**config.mk**
```make
export PLATFORM = sky130hd
export DESIGN_NAME = draw_write_scheduler_flat
export DESIGN_NICKNAME = d
export VERILOG_FILES = /design/src/rtl/draw_write_scheduler_if.sv /design/src/rtl/draw_write_scheduler.sv /design/src/flat_wrapper.sv
export SDC_FILE = /design/constraint.sdc
export NUM_CORES = 1
export LEC_CHECK = 0
export CAP_MARGIN = 15
export CORE_ASPECT_RATIO = 1.75
export CORE_UTILIZATION = 49
export CTS_BUF_LIST = sky130_fd_sc_hd__clkbuf_4 sky130_fd_sc_hd__clkbuf_8
export CTS_CLUSTER_SIZE = 16
export DETAILED_ROUTE_END_ITERATION = 12
export PLACE_DENSITY_LB_ADDON = 0.2
export SETUP_SLACK_MARGIN = 0.15
export SLEW_MARGIN = 20
export SYNTH_ARGS = -nofsm -noshare
export SYNTH_HDL_FRONTEND = slang
export SYNTH_SLANG_ARGS = --single-unit
export TNS_END_PERCENT = 20
```
**constraint.sdc**
```tcl
create_clock -name clk -period 2.4 [get_ports clk]
set_input_delay 0.24 -clock clk [delete_from_list [all_inputs] [get_ports clk]]
set_output_delay 0.24 -clock clk [all_outputs]
set_load 0.02 [all_outputs]
```
**src/rtl/draw_write_scheduler_if.sv**
```systemverilog
// Request/response bundle between the pixel sources and the framebuffer write scheduler.
// "master" is the requester side; "slave" is the scheduler that owns the write port.
interface draw_write_scheduler_if #(
  parameter int unsigned DRAW_WIDTH  = 640,
  parameter int unsigned DRAW_HEIGHT = 480,
  parameter int unsigned DRAW_DATAW  = 1,
  parameter int unsigned XW          = $clog2(DRAW_WIDTH),
  parameter int unsigned YW          = $clog2(DRAW_HEIGHT)
);
  localparam int unsigned DRAW_SIZE  = DRAW_WIDTH * DRAW_HEIGHT;
  localparam int unsigned DRAW_ADDRW = $clog2(DRAW_SIZE);

  logic                  clear_start;
  logic                  clear_busy;
  logic                  clear_done;
  logic                  pt_valid;
  logic                  pt_ready;
  logic [XW-1:0]         pt_x;
  logic [YW-1:0]         pt_y;
  logic [DRAW_DATAW-1:0] pt_data;
  logic [DRAW_ADDRW-1:0] draw_addr_write;
  logic [DRAW_DATAW-1:0] draw_data_in;
  logic                  draw_we;
  logic [15:0]           drop_cnt;

  modport master (
    output clear_start, pt_valid, pt_x, pt_y, pt_data,
    input  clear_busy, clear_done, pt_ready, draw_addr_write, draw_data_in, draw_we, drop_cnt
  );

  modport slave (
    input  clear_start, pt_valid, pt_x, pt_y, pt_data,
    output clear_busy, clear_done, pt_ready, draw_addr_write, draw_data_in, draw_we, drop_cnt
  );
endinterface

```
**src/rtl/draw_write_scheduler.sv**
```systemverilog
// Sole owner of the draw framebuffer write port: arbitrates a full-frame clear sweep
// against a stream of (x, y, data) point plots, one write per cycle.
module draw_write_scheduler #(
  parameter int unsigned DRAW_WIDTH  = 640,
  parameter int unsigned DRAW_HEIGHT = 480,
  parameter int unsigned DRAW_DATAW  = 1,
  parameter logic [DRAW_DATAW-1:0] CLEAR_VAL = '0,
  parameter int unsigned XW          = $clog2(DRAW_WIDTH),
  parameter int unsigned YW          = $clog2(DRAW_HEIGHT)
) (
  input  logic                          clk,
  input  logic                          rst,
  draw_write_scheduler_if.slave         bus
);
  localparam int unsigned DRAW_SIZE  = DRAW_WIDTH * DRAW_HEIGHT;
  localparam int unsigned DRAW_ADDRW = $clog2(DRAW_SIZE);
  localparam logic [DRAW_ADDRW-1:0] LAST_ADDR = DRAW_ADDRW'(DRAW_SIZE - 1);
  localparam logic [DRAW_ADDRW-1:0] ROW_STEP  = DRAW_ADDRW'(DRAW_WIDTH);

  typedef enum logic {IDLE, CLEAR} state_t;

  state_t                state, state_d;
  logic [DRAW_ADDRW-1:0] cnt, cnt_d, cnt_nxt;
  logic [DRAW_ADDRW-1:0] addr_q, addr_d;
  logic [DRAW_DATAW-1:0] data_q, data_d;
  logic                  we_q, we_d;
  logic                  busy_q, busy_d;
  logic                  done_q, done_d;
  logic [15:0]           drop_q, drop_d;

  logic                  ready_c;
  logic                  accept;
  logic                  on_screen;
  logic [DRAW_ADDRW-1:0] pt_addr;

  // Compare at 32 bits so a power-of-two width still has a representable off-screen range.
  assign on_screen = (32'(bus.pt_x) < DRAW_WIDTH) && (32'(bus.pt_y) < DRAW_HEIGHT);
  assign pt_addr   = DRAW_ADDRW'(bus.pt_y) * ROW_STEP + DRAW_ADDRW'(bus.pt_x);
  assign cnt_nxt   = cnt + DRAW_ADDRW'(1);

  assign ready_c = (state == IDLE) && !bus.clear_start;
  assign accept  = bus.pt_valid && ready_c;

  always_ff @(posedge clk or posedge rst) begin
    if (rst) begin
      state  <= IDLE;
      cnt    <= '0;
      addr_q <= '0;
      data_q <= '0;
      we_q   <= 1'b0;
      busy_q <= 1'b0;
      done_q <= 1'b0;
      drop_q <= '0;
    end else begin
      state  <= state_d;
      cnt    <= cnt_d;
      addr_q <= addr_d;
      data_q <= data_d;
      we_q   <= we_d;
      busy_q <= busy_d;
      done_q <= done_d;
      drop_q <= drop_d;
    end
  end

  // Next-state and next-output logic; address/data hold on idle cycles.
  always_comb begin
    state_d = state;
    cnt_d   = cnt;
    addr_d  = addr_q;
    data_d  = data_q;
    we_d    = 1'b0;
    busy_d  = 1'b0;
    done_d  = 1'b0;
    drop_d  = drop_q;
    case (state)
      IDLE: begin
        if (bus.clear_start) begin
          state_d = CLEAR;
          cnt_d   = '0;
          we_d    = 1'b1;
          addr_d  = '0;
          data_d  = CLEAR_VAL;
          busy_d  = 1'b1;
          done_d  = (LAST_ADDR == '0);
        end else if (accept) begin
          if (on_screen) begin
            we_d   = 1'b1;
            addr_d = pt_addr;
            data_d = bus.pt_data;
          end else if (drop_q != 16'hFFFF) begin
            drop_d = drop_q + 16'd1;
          end
        end
      end
      CLEAR: begin
        // cnt is the address currently presented; leave once the last one has been shown.
        if (cnt == LAST_ADDR) begin
          state_d = IDLE;
        end else begin
          cnt_d  = cnt_nxt;
          we_d   = 1'b1;
          addr_d = cnt_nxt;
          data_d = CLEAR_VAL;
          busy_d = 1'b1;
          done_d = (cnt_nxt == LAST_ADDR);
        end
      end
      default: state_d = IDLE;
    endcase
  end

  assign bus.pt_ready        = ready_c;
  assign bus.draw_we         = we_q;
  assign bus.draw_addr_write = addr_q;
  assign bus.draw_data_in    = data_q;
  assign bus.clear_busy      = busy_q;
  assign bus.clear_done      = done_q;
  assign bus.drop_cnt        = drop_q;
endmodule

```
**src/flat_wrapper.sv**
```systemverilog
// flat-port wrapper written by rule: the top's interface ports become plain ports
module draw_write_scheduler_flat 
#(
  parameter int unsigned DRAW_WIDTH  = 640,
  parameter int unsigned DRAW_HEIGHT = 480,
  parameter int unsigned DRAW_DATAW  = 1,
  parameter logic [DRAW_DATAW-1:0] CLEAR_VAL = '0,
  parameter int unsigned XW          = $clog2(DRAW_WIDTH),
  parameter int unsigned YW          = $clog2(DRAW_HEIGHT)
)
  (clk, rst, bus_clear_start, bus_pt_valid, bus_pt_x, bus_pt_y, bus_pt_data, bus_clear_busy, bus_clear_done, bus_pt_ready, bus_draw_addr_write, bus_draw_data_in, bus_draw_we, bus_drop_cnt);
  draw_write_scheduler_if #(.DRAW_WIDTH(DRAW_WIDTH), .DRAW_HEIGHT(DRAW_HEIGHT), .DRAW_DATAW(DRAW_DATAW), .XW(XW), .YW(YW)) bus_i ();
  input  logic clk;
  input  logic rst;
  input wire logic [$bits(bus_i.clear_start)-1:0] bus_clear_start;
  input wire logic [$bits(bus_i.pt_valid)-1:0] bus_pt_valid;
  input wire logic [$bits(bus_i.pt_x)-1:0] bus_pt_x;
  input wire logic [$bits(bus_i.pt_y)-1:0] bus_pt_y;
  input wire logic [$bits(bus_i.pt_data)-1:0] bus_pt_data;
  output wire logic [$bits(bus_i.clear_busy)-1:0] bus_clear_busy;
  output wire logic [$bits(bus_i.clear_done)-1:0] bus_clear_done;
  output wire logic [$bits(bus_i.pt_ready)-1:0] bus_pt_ready;
  output wire logic [$bits(bus_i.draw_addr_write)-1:0] bus_draw_addr_write;
  output wire logic [$bits(bus_i.draw_data_in)-1:0] bus_draw_data_in;
  output wire logic [$bits(bus_i.draw_we)-1:0] bus_draw_we;
  output wire logic [$bits(bus_i.drop_cnt)-1:0] bus_drop_cnt;
  assign bus_i.clear_start = bus_clear_start;
  assign bus_i.pt_valid = bus_pt_valid;
  assign bus_i.pt_x = bus_pt_x;
  assign bus_i.pt_y = bus_pt_y;
  assign bus_i.pt_data = bus_pt_data;
  assign bus_clear_busy = bus_i.clear_busy;
  assign bus_clear_done = bus_i.clear_done;
  assign bus_pt_ready = bus_i.pt_ready;
  assign bus_draw_addr_write = bus_i.draw_addr_write;
  assign bus_draw_data_in = bus_i.draw_data_in;
  assign bus_draw_we = bus_i.draw_we;
  assign bus_drop_cnt = bus_i.drop_cnt;
  draw_write_scheduler #(.DRAW_WIDTH(DRAW_WIDTH), .DRAW_HEIGHT(DRAW_HEIGHT), .DRAW_DATAW(DRAW_DATAW), .CLEAR_VAL(CLEAR_VAL), .XW(XW), .YW(YW)) u_core (.clk(clk), .rst(rst), .bus(bus_i));
endmodule
```
## Yosys cells after proc, flatten, opt, wreduce, memory -nomap -nowiden

Index checks and enable logic that the tools add are counted.

| word-level totals | value |
|---|---|
| register bits | 58 |
| bits of input ports | 24 |
| output and inout bits | 40 |

| operators by class | value |
|---|---|
| add/subtract/negate cells | 3 |
| $mul | 1 |
| $lt $le $gt $ge | 2 |
| equal/unequal tests | 7 |
| muxes and demuxes | 21 |
| bitwise gates (word level) | 3 |
| reduce and logical (&&, ||, !) cells | 7 |

Operators by type and width:

| operator | number |
|---|---|
| two-way mux 19 bit | 5 |
| case mux 19 bit (2 select lines) | 2 |
| equality test 19 bit, second input constant | 2 |
| adder 19 x 1 -> 19 bit, second input constant | 1 |
| adder 19 x 10 -> 19 bit | 1 |
| adder 16 x 1 -> 16 bit, second input constant | 1 |
| inequality test 16 bit, second input constant | 1 |
| multiplier 9 x 3 -> 12 bit, second input constant | 1 |
| < comparator 10 bit, second input constant | 1 |
| two-way mux 1 bit | 10 |
| < comparator 9 bit, second input constant | 1 |
| case mux 1 bit (2 select lines) | 4 |
| inequality test 3 x 2 -> 1 bit, second input constant | 2 |
| AND reduction 5 bit | 1 |
| inequality test 2 bit, second input constant | 2 |
| logical AND 1 bit | 3 |
| NOT 1 bit | 3 |
| AND reduction 3 bit | 1 |
| AND reduction 2 bit | 1 |
| zero test 1 bit | 1 |

## Depth between registers and ports, before layout

| logic depth | value |
|---|---|
| depth in word-level cells | 6 |
| depth in mapped cells | 9 |
| mapped depth without buffers | 9 |

## Worst setup path before layout

OpenSTA, ideal clock, no wires.

| timing path | value |
|---|---|
| kind | register to register |
| from | register u_core.cnt[0] |
| to | register u_core.done_q, in the netlist u_core.bus.clear_done |
| arrival time | 2.368 ns |
| required time | 2.289 ns |
| path slack | -0.079 ns |
| cell stages (with the launch flop) | 9 |
| path buffers | 1 |
| path through | dfrtp_1 ha_1 nand3_2 or4_4 buf_6 or4b_1 o21ai_1 a21oi_1 a2111oi_2 |

| on the way | value |
|---|---|
| longest elaborated chain between the ends | 4 |

RTL lines:

| what | RTL line | text |
|---|---|---|
| start: declaration | draw_write_scheduler.sv:23 | `logic [DRAW_ADDRW-1:0] cnt, cnt_d, cnt_nxt;` |
| start signal: assignment | draw_write_scheduler.sv:56 | `cnt <= cnt_d;` |
| adder 19 x 1 -> 19 bit | draw_write_scheduler.sv:39 | `assign cnt_nxt = cnt + DRAW_ADDRW'(1);` |
| equality test 19 bit | draw_write_scheduler.sv:106 | `done_d = (cnt_nxt == LAST_ADDR);` |
| two-way mux 1 bit * | draw_write_scheduler.sv:98 | `if (cnt == LAST_ADDR) begin` |
| case mux 1 bit (2 select lines) * | draw_write_scheduler.sv:76 | `case (state)` |
| via u_core.done_d | draw_write_scheduler.sv:28 | `logic done_q, done_d;` |
| end signal: assignment | draw_write_scheduler.sv:61 | `done_q <= done_d;` |
| end: declaration | draw_write_scheduler.sv:28 |  |

The timed path passes the listed nets; every way through them passes the cells marked *.
A chain may end at the register's enable or synchronous reset.

## Final worst setup path

Same ends and word-level chain as after synthesis.

==> metrics <==
status=finished, final reports clean; max cap viols=0; Vias/cell=5.837; CTS tree=yes; drt initial violations=339; Synth Instances=388; pre-CTS setup slack=-0.5991 ns; FF-to-FF End=u_core.bus.clear_done; Hold Path Class=input pin to asynchronous set/reset pin; reg2reg path depth=7; Avg Synthesized Cell Area=9.210 um2; Syn Nets=434; vias in the first global route=3461; clk root buf=clkbuf_8; Pwr Density=667.7 nW/um2; num rows=40; fin cells=594; ys flop type=dfrtp_1; commonest cells after routing, fill and taps aside=buf_4 (58), dfrtp_1 (58), clkdlybuf4s50_1 (55); largest net degree at the start of global routing=36; P_leak=2.242 nW; internal reg-to-reg setup slack=0.11 ns; DRT Wirelength=10160 um; Max Clock Skew=0.01039 ns; min Tclk post-route=2.290 ns; total grt overflow=0; WS Path Type=flip-flop to flip-flop; number of diodes=0; GR peak layer=met2; Port Buffers=63; Worst R2R Start=u_core.cnt[0]; Synth top area share=0.4062; M2 GR Usage=0.5051; top achievable clock speed=436.8 MHz; crit start category=flip-flop; CP endpoint=u_core.bus.clear_done; final net count=551; Yosys cell types=56; synthesis-stage register bit count=58; met1 global-route usage=0.2931; initial antenna violation count=0; # IOs=64; Seq/Total Area, Yosys=0.4062; crit path from=u_core.cnt[0]; H-tree levels=3; M3 GR Usage=0.05655; Final Setup Violations=0; synth warn=0; Reg clk slew, reported paths=0.07 ns; first-pass GRT wire length=16090 um; Die W=66.56 um; core area=6957 um2; worst vdd ir=445.7 uV; die height=115.0 um; clk_lat worst skew=0.35 ns; wire per inst=17.11 um; asr flop ratio synth=1.000; DP HPWL=7255 um; area leader, netlist=dfrtp_1; Num CTS Buffers=9; Tightest Pin Transition=0.5347 ns; Post-route DRC=0; fin crit share=0.9540; worst-path fanout max=6; final hold violation count=0; Mapped Area=3573 um2; share of layout cells above drive strength 1=0.2255; DP Cell Count=565; starting density of the core=0.5137; endpoint class of the critical path=flip-flop; EDFF count, synth=0; Pre-Repair DR Iteration Count=6; via count=3467; final worst setup slack=0.1104 ns; GPL Wtd Cong=0.9046; Worst Path Arrival=2.53 ns; Layout area overhead=42.72%; synth top area cells=dfrtp_1 (41%), ha_1 (7.0%), xor2_1 (5.9%); hold buffers post-CTS=0; unrepaired setup endpoints after global routing=true; die area=7652 um2; final antenna-violating net count=0; Longest Clk Path Bufs=2; total track usage=0.2834; fin. max-slew vios=0; CP required=2.64 ns; clk sinks=58; max_slew headroom=0.6430
layer usage:
layer | vias to the layer above | wire (um)
met5 | - | 0
met4 | 0 | 459
met3 | 38 | 391
met2 | 128 | 5739
met1 | 1674 | 3575
li1 | 1627 | -
cell families after synthesis:
family / after synthesis / synth area share
xor+xnor: 45 / 0.1103
compound gates: 84 / 0.1625
simple gates: 149 / 0.2041
fa+ha+maj: 22 / 0.08123
flops: 58 / 0.4062
buf+inv: 30 / 0.03571
state kept, by name, summed over array words and instances (netlist names):
| register | count |
|---|---|
| u_core.cnt | 19 |
| u_core.bus.drop_cnt | 16 |
| u_core.bus.draw_data_in | 1 |
| u_core.bus.clear_busy | 1 |
| u_core.bus.draw_we | 1 |
| u_core.bus.clear_done | 1 |
| u_core.bus.draw_addr_write | 19 |
cell usage after synthesis, types with 3 or more instances:
cell type,n
and3_1,5
a31oi_1,5
ha_1,20
o31ai_1,4
nor3b_1,3
a2bb2oi_1,3
nor4_1,5
buf_2,5
nor2_1,33
nand2_1,54
inv_1,11
nand4_1,13
a21oi_1,14
o22ai_1,3
clkbuf_1,10
and4_1,3
nand3_1,13
dfrtp_1,58
xor2_1,24
a21o_1,4
xnor2_1,21
o21ai_1,3
a221oi_1,7
o21ai_0,22
nor3_1,8
report_power, final:
part           internal [mW]  leakage, nW  switching [mW]  total (mW)
clock network          0.593        0.108           0.415        1.01
logic                  0.557         1.39           0.555        1.11
registers               1.13        0.745           0.159        1.29
worst min path at each step:
| stage | startpoint | to | slack [ns] | depth (start not counted) |
|---|---|---|---|---|
| after floorplan | bus_pt_data | u_core.bus.draw_data_in | 0.38 | 2 |
| after global placement | u_core.bus.draw_data_in | u_core.bus.draw_data_in | 0.47 | 2 |
| after detailed placement | u_core.bus.draw_data_in | u_core.bus.draw_data_in | 0.48 | 2 |
| after CTS | rst | u_core.bus.draw_addr_write[3] | 0.26 | 2 |
| after global routing | rst | u_core.bus.draw_addr_write[3] | 0.30 | 2 |
| final | rst | u_core.bus.draw_addr_write[3] | 0.24 | 2 |
cell type report:
class / instances / area, um2
timing repair buffer: 123 / 1076
tap: 84 / 105.1
clock inverter: 3 / 45.04
inverter: 13 / 51.30
fill: 496 / 1857
sequential: 58 / 1451
multi-input combinational: 300 / 2192
clock buffer: 13 / 178.9
critical path: stages, from the launching register on:
cell       delay, ns
dfrtp_1         0.39
ha_4            0.17
nand3_4         0.10
or4_4           0.58
nor2_4          0.16
nand3_2         0.12
or2_2           0.30
a2111oi_2       0.35
metrics by stage:
| step | power [mW] | area, um2 | hold slack (ns) | utilization | TNS (ns) |
|---|---|---|---|---|---|
| 2_1_floorplan | 1.880 | 3645 | 0.3760 | - | -0.002617 |
| 3_3_place_gp | 2.299 | 4667 | 0.4713 | 0.6709 | -2.626 |
| 3_5_place_dp | 2.337 | 4667 | 0.4765 | 0.6709 | -3.047 |
| 4_1_cts | 3.364 | 4995 | 0.2592 | 0.7180 | 0 |
| 5_1_grt | 3.582 | 5100 | 0.3049 | 0.7331 | 0 |
| 6_report | 3.405 | 5100 | 0.2425 | 0.7331 | 0 |
repair_timing:
action                     CTS  global route
gates resized for setup     16            28
setup buffers                8             5
setup endpoints to repair    7            25
pin swaps                   16             8
Note: power is estimated with default switching activity, not from simulation.
==> RTL edit (same settings) <==
`DRAW_HEIGHT` is set to 480 in 3 places; all go to 240.
--- a/src/rtl/draw_write_scheduler_if.sv
+++ b/src/rtl/draw_write_scheduler_if.sv
@@ -3,5 +3,5 @@
 interface draw_write_scheduler_if #(
   parameter int unsigned DRAW_WIDTH  = 640,
-  parameter int unsigned DRAW_HEIGHT = 480,
+  parameter int unsigned DRAW_HEIGHT = 240,
   parameter int unsigned DRAW_DATAW  = 1,
   parameter int unsigned XW          = $clog2(DRAW_WIDTH),
--- a/src/rtl/draw_write_scheduler.sv
+++ b/src/rtl/draw_write_scheduler.sv
@@ -3,5 +3,5 @@
 module draw_write_scheduler #(
   parameter int unsigned DRAW_WIDTH  = 640,
-  parameter int unsigned DRAW_HEIGHT = 480,
+  parameter int unsigned DRAW_HEIGHT = 240,
   parameter int unsigned DRAW_DATAW  = 1,
   parameter logic [DRAW_DATAW-1:0] CLEAR_VAL = '0,
--- a/src/flat_wrapper.sv
+++ b/src/flat_wrapper.sv
@@ -3,5 +3,5 @@
 #(
   parameter int unsigned DRAW_WIDTH  = 640,
-  parameter int unsigned DRAW_HEIGHT = 480,
+  parameter int unsigned DRAW_HEIGHT = 240,
   parameter int unsigned DRAW_DATAW  = 1,
   parameter logic [DRAW_DATAW-1:0] CLEAR_VAL = '0,
Interface: changed (resized bus_draw_addr_write and bus_pt_y); port bits go from 64 to 62. No check against the original RTL was run, so the function may have changed too.
==> RTL edit against the original RTL <==
- power fell by 4.8%
- setup slack improved by 0.062 ns
- register-to-register slack improved by 0.13 ns
- sequential share of layout area rose by 0.44 points
- utilization fell by 3.6 points
- final cell count fell by 5.7%
- sequential cell count fell by 2
- design area fell by 4.9%
- synthesized area fell by 0.11%
- wire length fell by 3.4%
- via count fell by 6.9%
- largest cell class unchanged
==> RTL edit: results <==
metrics = {
    "grt": {
        "grt_pass1_vias": 3335,
        "grt_max_degree": 57,
        "grt_usage_pct": 27.92,
        "grt_pass1_wl_mm": 15.90,
    },
    "placement": {
        "io_buffers": 61,
        "placed_cell_area_sq_um": 4558,
        "dp_hpwl_mm": 7.338,
        "dp_cells": 548,
        "pre_cts_ws_ns": -0.4227,
    },
    "setup_path": {
        "worst_path_dominant_cell_family": "buffers and inverters",
        "rr_worst_depth": 8,
        "r2r-end": "u_core.bus.draw_addr_write[16]",
        "rrSetupSlack_ns": 0.24,
        "worstSetupStartpoint": "u_core.bus.clear_busy",
        "arrival_ns": 1.99,
        "max_stage_delay_ns": 0.66,
        "cp_max_fo": 21,
        "cpMaxStageDelayCell": "clkdlybuf4s50_1",
    },
    "logic_synthesis": {
        "ys_seq_area_share_pct": 39.26,
        "syn_area_per_cell_sq_um": 9.519,
        "synthTopCellsByCount": "dfrtp_1 (56), nand2_1 (41), nor2_1 (37), xnor2_1 (27)",
        "yosys_warnings": 0,
        "syn_nets": 418,
        "synth_cell_types": 62,
    },
    "detailed_routing": {
        "drt-pass1-iter-count": 4,
        "drt_iter0_markers": 159,
        "vias": 3228,
        "routedWlPerCell_microns": 17.53,
    },
    "clock_network": {
        "cts_made_buffers": 5,
        "worst_skew_pair.late_latency_ns": 0.32,
        "htree_levels": 2,
        "clk_pin_slew_ns": 0.10,
    },
    "layout": {
        "final_cells": 560,
        "nNetsFinal": 518,
        "final.fill_count": 559,
        "layout-drive-gt1-share_pct": 21.43,
    },
    "run_status": {
        "status": "completed",
    },
    "timing": {
        "tightest_slew_ns": 0.6316,
        "hold_slack_ns": 0.2901,
    },
    "pwr": {
        "p_int_mw": 2.109,
        "leakage_nw": 2.103,
    },
}
==> RTL edit: final cells by class <==
| type | instances | area [sq um] | share of cell area, % |
|---|---|---|---|
| Clock buffer | 7 | 96.34 | 1.987 |
| Clock inverter | 1 | 30.03 | 0.6194 |
| Inverter | 9 | 33.78 | 0.6968 |
| Multi-Input combinational cell | 294 | 2216 | 45.70 |
| Sequential cell | 56 | 1401 | 28.90 |
| Tap cell | 84 | 105.1 | 2.168 |
| Timing Repair Buffer | 109 | 965.9 | 19.92 |
==> RTL edit: power by group through the flow <==
stage          clock, mW  combinational, mW  sequential, mW
2_1_floorplan          0              0.645            1.36
3_3_place_gp           0               1.16            1.32
3_5_place_dp           0               1.18            1.33
4_1_cts            0.692               1.22            1.31
5_1_grt            0.725               1.34            1.34
6_report           0.682               1.25            1.32
==> RTL edit: routing by layer <==
layer,GRT usage [%],routed length (microns),share of wire [%]
met1,27.47,3443,35
met2,53.88,5659,58
met3,2.976,244,2.5
met4,16.17,471,4.8
met5,0,0,0
==> RTL edit: how the worst max path moves through the flow <==
stage	cells past startpoint	slack (ns)	end
floorplan	9	0.15	u_core.bus.draw_addr_write[15]
global placement	10	-0.37	u_core.bus.draw_addr_write[15]
detailed placement	10	-0.42	u_core.bus.draw_addr_write[15]
CTS	10	0.15	u_core.bus.draw_addr_write[16]
global route	10	0.08	u_core.bus.draw_addr_write[16]
finish	4	0.17	bus_pt_ready
==> RTL edit: logic make-up after synthesis <==
group	share of synthesized area, %
buffers and inverters	3.715
multiplexers	1.577
adder cells (fa/ha/maj)	7.431
AO/OA/AOI/OAI	17.04
flip-flops	39.26
XOR/XNOR	9.534
AND/OR/NAND/NOR	21.45
==> RTL edit: timing repair <==
action	4_1_cts	5_1_grt
resized for setup	31	9
setup endpoints to repair	5	6
buffers inserted	1	3
pin swaps	10	11
